$ cat config.mk
export PLATFORM = sky130hd
export DESIGN_NAME = sar_search_signed
export DESIGN_NICKNAME = d
export VERILOG_FILES = /design/src/rtl/sar_search_signed.sv
export SDC_FILE = /design/constraint.sdc
export NUM_CORES = 1
export LEC_CHECK = 0
export CAP_MARGIN = 20
export CORE_ASPECT_RATIO = 1.25
export CORE_MARGIN = 1
export CORE_UTILIZATION = 35
export DETAILED_ROUTE_END_ITERATION = 8
export DONT_BUFFER_PORTS = 1
export PLACE_DENSITY = 0.6
export SYNTH_ARGS = -nofsm -noshare
export SYNTH_HDL_FRONTEND = slang
export SYNTH_SLANG_ARGS = --single-unit
$ cat constraint.sdc
create_clock -name clk -period 3.49 [get_ports clk]
set_input_delay 0.1745 -clock clk [delete_from_list [all_inputs] [get_ports clk]]
set_output_delay 0.1745 -clock clk [all_outputs]
set_load 0.01 [all_outputs]
$ cat src/rtl/sar_search_signed.sv
// sar_search_signed
//   Successive-approximation driver for an external signed "x < probe"
//   comparator. It recovers an unknown N-bit two's-complement value x in N
//   comparison rounds. The search runs in offset binary (u = x ^ MSB), which
//   makes signed order equal to unsigned order, so the sign bit needs no
//   special case. Probes are formed by OR/XOR only, so nothing can overflow.
//
// Ports
//   clk          in   rising-edge clock
//   rst          in   asynchronous, active-high reset
//   start        in   begins a search when sampled in S_IDLE; ignored otherwise
//   busy         out  high while probing or waiting for a verdict
//   done         out  one-cycle pulse; result is valid on that cycle
//   result       out  N-bit signed recovered value; held until the next search
//   cmp_b        out  N-bit signed probe operand for the responder
//   cmp_req      out  one-cycle pulse: a new probe is on cmp_b
//   cmp_lt       in   verdict: 1 when x < cmp_b (signed)
//   cmp_lt_valid in   cmp_lt is meaningful this cycle
//
// Probe handshake: cmp_req pulses for exactly one cycle when a new cmp_b is
// presented. cmp_b then stays stable until a verdict is taken. The responder
// answers by raising cmp_lt_valid with cmp_lt on any later cycle (as early as
// the cycle right after cmp_req). Only the first cmp_lt_valid seen while
// waiting is consumed. cmp_lt_valid at any other time is dropped. There is no
// timeout.
//
// All outputs come straight from flops. busy and cmp_req are loaded from the
// next state, so they line up with the state register. done and result are
// loaded while in S_DONE, so they appear on the cycle after S_DONE.

module sar_search_signed #(
  parameter int N = 32
) (
  input  logic         clk,
  input  logic         rst,
  input  logic         start,
  output logic         busy,
  output logic         done,
  output logic [N-1:0] result,
  output logic [N-1:0] cmp_b,
  output logic         cmp_req,
  input  logic         cmp_lt,
  input  logic         cmp_lt_valid
);

  localparam int BW = (N > 2) ? $clog2(N) : 1;
  localparam logic [N-1:0] MSB = {1'b1, {(N-1){1'b0}}};
  localparam logic [BW-1:0] TOP = BW'(N - 1);

  typedef enum logic [1:0] {
    S_IDLE  = 2'd0,
    S_PROBE = 2'd1,
    S_WAIT  = 2'd2,
    S_DONE  = 2'd3
  } state_t;

  state_t        state, state_next;
  logic [N-1:0]  acc_u, acc_next;
  logic [BW-1:0] bit_idx, bit_next;
  logic [N-1:0]  probe_next;

  always_comb begin
    state_next = state;
    acc_next   = acc_u;
    bit_next   = bit_idx;
    case (state)
      S_IDLE: begin
        if (start) begin
          acc_next   = '0;
          bit_next   = TOP;
          state_next = S_PROBE;
        end
      end
      S_PROBE: begin
        state_next = S_WAIT;
      end
      S_WAIT: begin
        if (cmp_lt_valid) begin
          // x >= trial means x's offset-binary value has this bit set.
          if (!cmp_lt) begin
            acc_next = acc_u | (N'(1) << bit_idx);
          end
          if (bit_idx == '0) begin
            state_next = S_DONE;
          end else begin
            bit_next   = bit_idx - BW'(1);
            state_next = S_PROBE;
          end
        end
      end
      S_DONE: begin
        state_next = S_IDLE;
      end
      default: begin
        state_next = S_IDLE;
      end
    endcase
  end

  // The probe for the round being entered is computed from the next
  // accumulator/bit index, so cmp_b is already valid in the S_PROBE cycle.
  always_comb begin
    probe_next = (acc_next | (N'(1) << bit_next)) ^ MSB;
  end

  always_ff @(posedge clk or posedge rst) begin
    if (rst) begin
      state   <= S_IDLE;
      acc_u   <= '0;
      bit_idx <= TOP;
      busy    <= 1'b0;
      done    <= 1'b0;
      cmp_req <= 1'b0;
      cmp_b   <= '0;
      result  <= '0;
    end else begin
      state   <= state_next;
      acc_u   <= acc_next;
      bit_idx <= bit_next;
      busy    <= (state_next == S_PROBE) || (state_next == S_WAIT);
      cmp_req <= (state_next == S_PROBE);
      if (state_next == S_PROBE) begin
        cmp_b <= probe_next;
      end
      done <= (state == S_DONE);
      if (state == S_DONE) begin
        result <= acc_u ^ MSB;
      end
    end
  end

endmodule

* Yosys cells after proc, flatten, opt, wreduce, memory -nomap -nowiden *
Cells that the tools add are included.

storage, ports and cells
  register bits after elaboration = 106
  output and inout bits = 67
  logic and storage cells = 35

operators by class
  add/subtract/negate cells = 1
  equal/unequal tests = 5
  shift operators = 2
  multiplexer cells = 12
  bitwise operators = 4
  reduce and logical (&&, ||, !) cells = 3

operators with widths
  kind                                                  count
  2-to-1 mux 32 bit                                     3
  bitwise OR 32 bit                                     2
  one-hot mux 32 bit (2 select lines)                   1
  << shifter 1 x 5 -> 32 bit (first input constant)     2
  2-to-1 mux 5 bit                                      3
  one-hot mux 5 bit (2 select lines)                    1
  one-hot mux 2 bit (4 select lines)                    1
  equality test 2 bit (second input constant)           3
  2-to-1 mux 2 bit                                      3
  logical NOT 5 bit                                     1
  subtractor 5 x 1 -> 5 bit (second input constant)     1
  equality test 2 x 1 -> 1 bit (second input constant)  2
  logical NOT 2 bit                                     1
  NOT 1 bit                                             2
  logical OR 1 bit                                      1

* Depth between registers and ports, before layout *
  depth in word-level cells = 7
  gate-level depth with buffers = 11

* Worst setup path before layout *
No wires, ideal clock.

  path kind = reg2reg
  start point = register bit_idx[0]
  end point = register cmp_b[31]
  arrival = 2.555 ns
  required time = 3.367 ns
  slack = 0.812 ns
  stages on the path, launching flop included = 12
  period minus slack after synthesis = 2.678 ns
  cell sequence = dfstp_2 > inv_1 > ha_1 > or4b_4 > nand2_2 > nand2_1 > o21a_1 > ha_1 > clkbuf_1 > nor3b_1 > nand3_1 > o221a_2

on the way
  word-level cells in the longest chain between the ends = 7
  elaborated cells on any way between the ends = 18
  those cells by class = add/sub: 1; eq/ne: 1; shift: 2; mux: 10; bitwise: 3; reduce/logical: 1

ends and longest elaborated chain
  element                                                                                   line     source
  start: declaration                                                                        59       logic [BW-1:0] bit_idx, bit_next;
  start signal: assignment                                                                  119      bit_idx <= bit_next;
  subtractor 5 x 1 -> 5 bit, or another cell as far along                                   86       bit_next = bit_idx - BW'(1);
  2-to-1 mux 5 bit / bitwise OR 32 bit (equally long branches)                              83, 81
  2-to-1 mux 5 bit / 2-to-1 mux 32 bit (equally long branches)                              78, 80
  one-hot mux 5 bit (2 select lines) / 2-to-1 mux 32 bit (equally long branches)            66, 78
  << shifter 1 x 5 -> 32 bit / one-hot mux 32 bit (2 select lines) (equally long branches)  103, 66
  bitwise OR 32 bit                                                                         103      probe_next = (acc_next | (N'(1) << bit_next)) ^ MSB;
  NOT 1 bit (no source line)                                                                n/a
  end signal: assignment                                                                    123      cmp_b <= probe_next;
  end: declaration                                                                          40       output logic [N-1:0] cmp_b,

Parallel ways exist; a longest one is shown, timed or not.
A chain may end at the register's enable or synchronous reset.

* Final worst setup path *
  start point = register bit_idx[0]
  end point = register cmp_b[19]

on the way
  word-level cells in the longest chain between the ends = 6
  elaborated cells on any way between the ends = 17
  those cells by class = add/sub: 1; eq/ne: 1; shift: 2; mux: 10; bitwise: 2; reduce/logical: 1

ends and longest elaborated chain
  element                                                                                   line
  subtractor 5 x 1 -> 5 bit, or another cell as far along                                   86
  2-to-1 mux 5 bit / bitwise OR 32 bit (equally long branches)                              83, 81
  2-to-1 mux 5 bit / 2-to-1 mux 32 bit (equally long branches)                              78, 80
  one-hot mux 5 bit (2 select lines) / 2-to-1 mux 32 bit (equally long branches)            66, 78
  << shifter 1 x 5 -> 32 bit / one-hot mux 32 bit (2 select lines) (equally long branches)  103, 66
  bitwise OR 32 bit                                                                         103

Parallel ways exist; a longest one is shown, timed or not.

==> results.md <==
- Crit path max fanout: 35
- Synth cell types: 49
- Die Span X: 104 um
- Syn Inst Count: 333
- CTS clk-pin slew, worst paths: 0.07 ns
- FF-to-FF path depth: 11
- Largest net degree at the start of global routing: 58
- DRT Wirelength: 10500 um
- Residual DRC count: 0
- Share of cells above drive strength 1: 0.260
- Wire per inst: 20.8 um
- Area share of xor/xnor cells in the synthesized design: 0
- DRT antenna net count: 0
- Std-Cell Rows: 46
- Ports: 72
- Rel. slew slack: 0.320
- Worst-case vdd ir drop: 0.000250 V
- CTS Sinks: 106
- Fill cells: 1181
- Most used DFF post-synth: dfrtp_1
- DR vias: 2743
- Simple-Gate Fraction of Synth Area: 0.0800
- # diodes: 0
- Worst hold slack: 0.0585 ns
- Proportion of synthesized area in mux cells: 0.148
- Multi-input gate area: 1730 um^2
- Syn nets: 344
- Critical-path cell list: inv_1 -> ha_1 -> or4b_4 -> nand2_2 -> nand2_1 -> o21a_1 -> ha_2 -> buf_4 -> o21a_2 -> nand3_2 -> o21ai_1
- Crit end category: flip-flop
- Starting Density: 0.357
- Setup WS post-layout: 0.629 ns
- Die height: 129 um
- Antenna violations before repair: 0
- Synth Area in Compound Gates: 0.137
- Cell Pwr Density: 622 nW/um^2
- Final Hold Fails: 0
- Hold Path Cell Cnt: 2
- Measured slew at the worst slew-check pin: 1.02 ns
- Port Buffer Count: 0
- First-pass GRT wire length: 16800 um
- Post-synth EDFFs: 0
- CTS resizes: 0
- Slew Limit Fails: 0
- P_leak: 0.00229 uW
- Max Freq: 350 MHz
- Critical Path Source Type: flip-flop
- Storage cell area: 2660 um^2
- Syn-to-layout area delta: 10.7%
- CP Data Arrival Time: 3.13 ns
- Setup Skew: 0.00656 ns
- Pwr Total: 3110 uW
- Total gr overflow: 0
- DR iter-0 viols: 175
- CP Depth: 11
- Core area: 12700 um^2
- Critical path class: flip-flop to flip-flop
- CTS tree: done
- Final setup TNS: 0 ns
- GPL Wtd Cong: 0.882
- CP delay by family, top: compound AO/OA/AOI/OAI gates
- Pre-CTS setup slack: 0.640 ns
- Clock latency on the worst-skew pair: 0.34 ns
- Final setup fails: 0
- Detailed placement HPWL: 7780 um
- Slowest CP cell: dfstp_2
- Synthesis Warnings: 0
- CTS Buffer Depth: 2
- Slowest stage delay, CP: 0.58 ns
- Tcrit/Tclk final: 0.820
- Final net count: 344
- GRT Total Usage: 0.166
- Vias in the first global route: 2817
- Status: completed
- Setup bufs post-CTS: 0
- Adder-cell share of the synthesized area: 0.0166
- Async S/R FF share, synth: 1.00
- Number of CTS-inserted buffers: 9
- HP Class: primary input to flip-flop
- Syn Area/Cell: 13.6 um^2
- Sequential share of the synthesized area: 0.588
- Combinational family with the most area after synthesis: multiplexers
- DR vias/cell: 5.42
- Buf+Inv Stages, Crit Path: 2
- Netlist Area Pre-Place: 4520 um^2
- Max cap viols: 0
- Worst Path Required: 3.76 ns
- RSZ-0062 raised after global routing: no
- H-tree levels: 3
- Minimum clock period after layout: 2.86 ns
- DR pass1 iterations: 4
- Die area: 13400 um^2
- Seq cells post-synth: 106
- CTS root buf: clkbuf_16
timing repair:
item / in CTS / in global routing
hold buffers: 1 / 0
hold endpoints to repair: 55 / 0
endpoints found under the setup margin: 0 / 0
worst paths after layout:
check | start | endpoint | slack [ns]
min in group asynchronous | rst | result[22]$_DFFE_PP0P_ | 0.41
max reg2reg | bit_idx[0]$_DFF_PP1_ | cmp_b[19]$_DFFE_PP0P_ | 0.63
max in group asynchronous | rst | acc_u[11]$_DFF_PP0_ | 2.22
min | start | state[0]$_DFF_PP0_ | 0.06
max | bit_idx[0]$_DFF_PP1_ | cmp_b[19]$_DFFE_PP0P_ | 0.63
min reg2reg | acc_u[31]$_DFF_PP0_ | result[31]$_DFFE_PP0P_ | 0.49
cells by family (layout without fill, tap and decap cells):
kind of cell    Yosys count  after routing
mux                      63             63
buf+inv                  30             35
fa+ha+maj                 6              6
flops                   106            106
simple gates             52             52
compound gates           76             76
worst reg2reg max path, stage by stage, from the launching register on:
cell and delay (ns):
dfstp_2 0.58, inv_1 0.11, ha_1 0.27, or4b_4 0.24, nand2_2 0.08, nand2_1 0.08, o21a_1 0.14, ha_2 0.18
buf_4 0.48, o21a_2 0.33, nand3_2 0.13, o21ai_1 0.16
routing by layer:
layer,routed length [um],up-vias,global-route usage
li1,-,1237,-
met1,4310,1410,0.200
met2,5120,70,0.272
met3,705,26,0.0498
met4,410,0,0.0853
met5,0,-,0
power by group:
| group | internal (uW) | total, uW | switching, uW |
|---|---|---|---|
| Sequential | 1310 | 1430 | 117 |
| Combinational | 232 | 673 | 441 |
| Clock | 577 | 1010 | 437 |
| Total | 2120 | 3110 | 995 |
state kept, by name, summed over array words and instances (netlist names):
register,count
state,2
cmp_req,1
busy,1
acc_u,32
done,1
cmp_b,32
result,32
bit_idx,5
cell usage after synthesis, drive strengths merged (6+ instances only):
library cell / instances / share of area
dfrtp: 101 / 0.56
mux2i: 32 / 0.071
o21ai: 32 / 0.042
mux2: 31 / 0.077
a32o: 18 / 0.040
a22o: 14 / 0.027
clkbuf: 12 / 0.010
inv: 11 / 0.0091
nand2: 9 / 0.0080
nand3: 8 / 0.013
buf: 7 / 0.011
ha: 6 / 0.017
cell usage in the layout (no fill, tap or decap), types with 3 or more instances in the layout:
| cell type | instances |
|---|---|
| ha_1 | 5 |
| mux2i_1 | 32 |
| o21ai_2 | 8 |
| nand2_1 | 8 |
| a32o_1 | 18 |
| nor2_1 | 5 |
| mux2_2 | 31 |
| dfrtp_1 | 101 |
| a22o_1 | 14 |
| o21ai_1 | 12 |
| dfstp_2 | 5 |
| nand3_1 | 4 |
| nand2b_1 | 3 |
| clkbuf_16 | 9 |
| inv_1 | 8 |
| and2_1 | 4 |
| o21ai_0 | 12 |
| nor2b_1 | 4 |
| nor3b_1 | 4 |
| buf_4 | 7 |
| nand3_2 | 4 |
layout make-up:
class	count	area share
clock buffer	12	0.0492
clock inverter	4	0.0102
inverter	11	0.00875
multi-input combinational	197	0.346
sequential	106	0.531
tap	168	0.0420
timing repair buffer	8	0.0125
per-stage QoR:
| step | cell area (um^2) | std cells | utilization |
|---|---|---|---|
| 5_1_grt | 5000 | 506 | 0.395 |
| 3_3_place_gp | 4700 | 489 | 0.371 |
| 4_1_cts | 5000 | 506 | 0.395 |
| 2_1_floorplan | 4520 | 333 | - |
| 6_report | 5000 | 506 | 0.395 |
| 3_5_place_dp | 4700 | 489 | 0.371 |
Power figures use the tool's default switching activity.
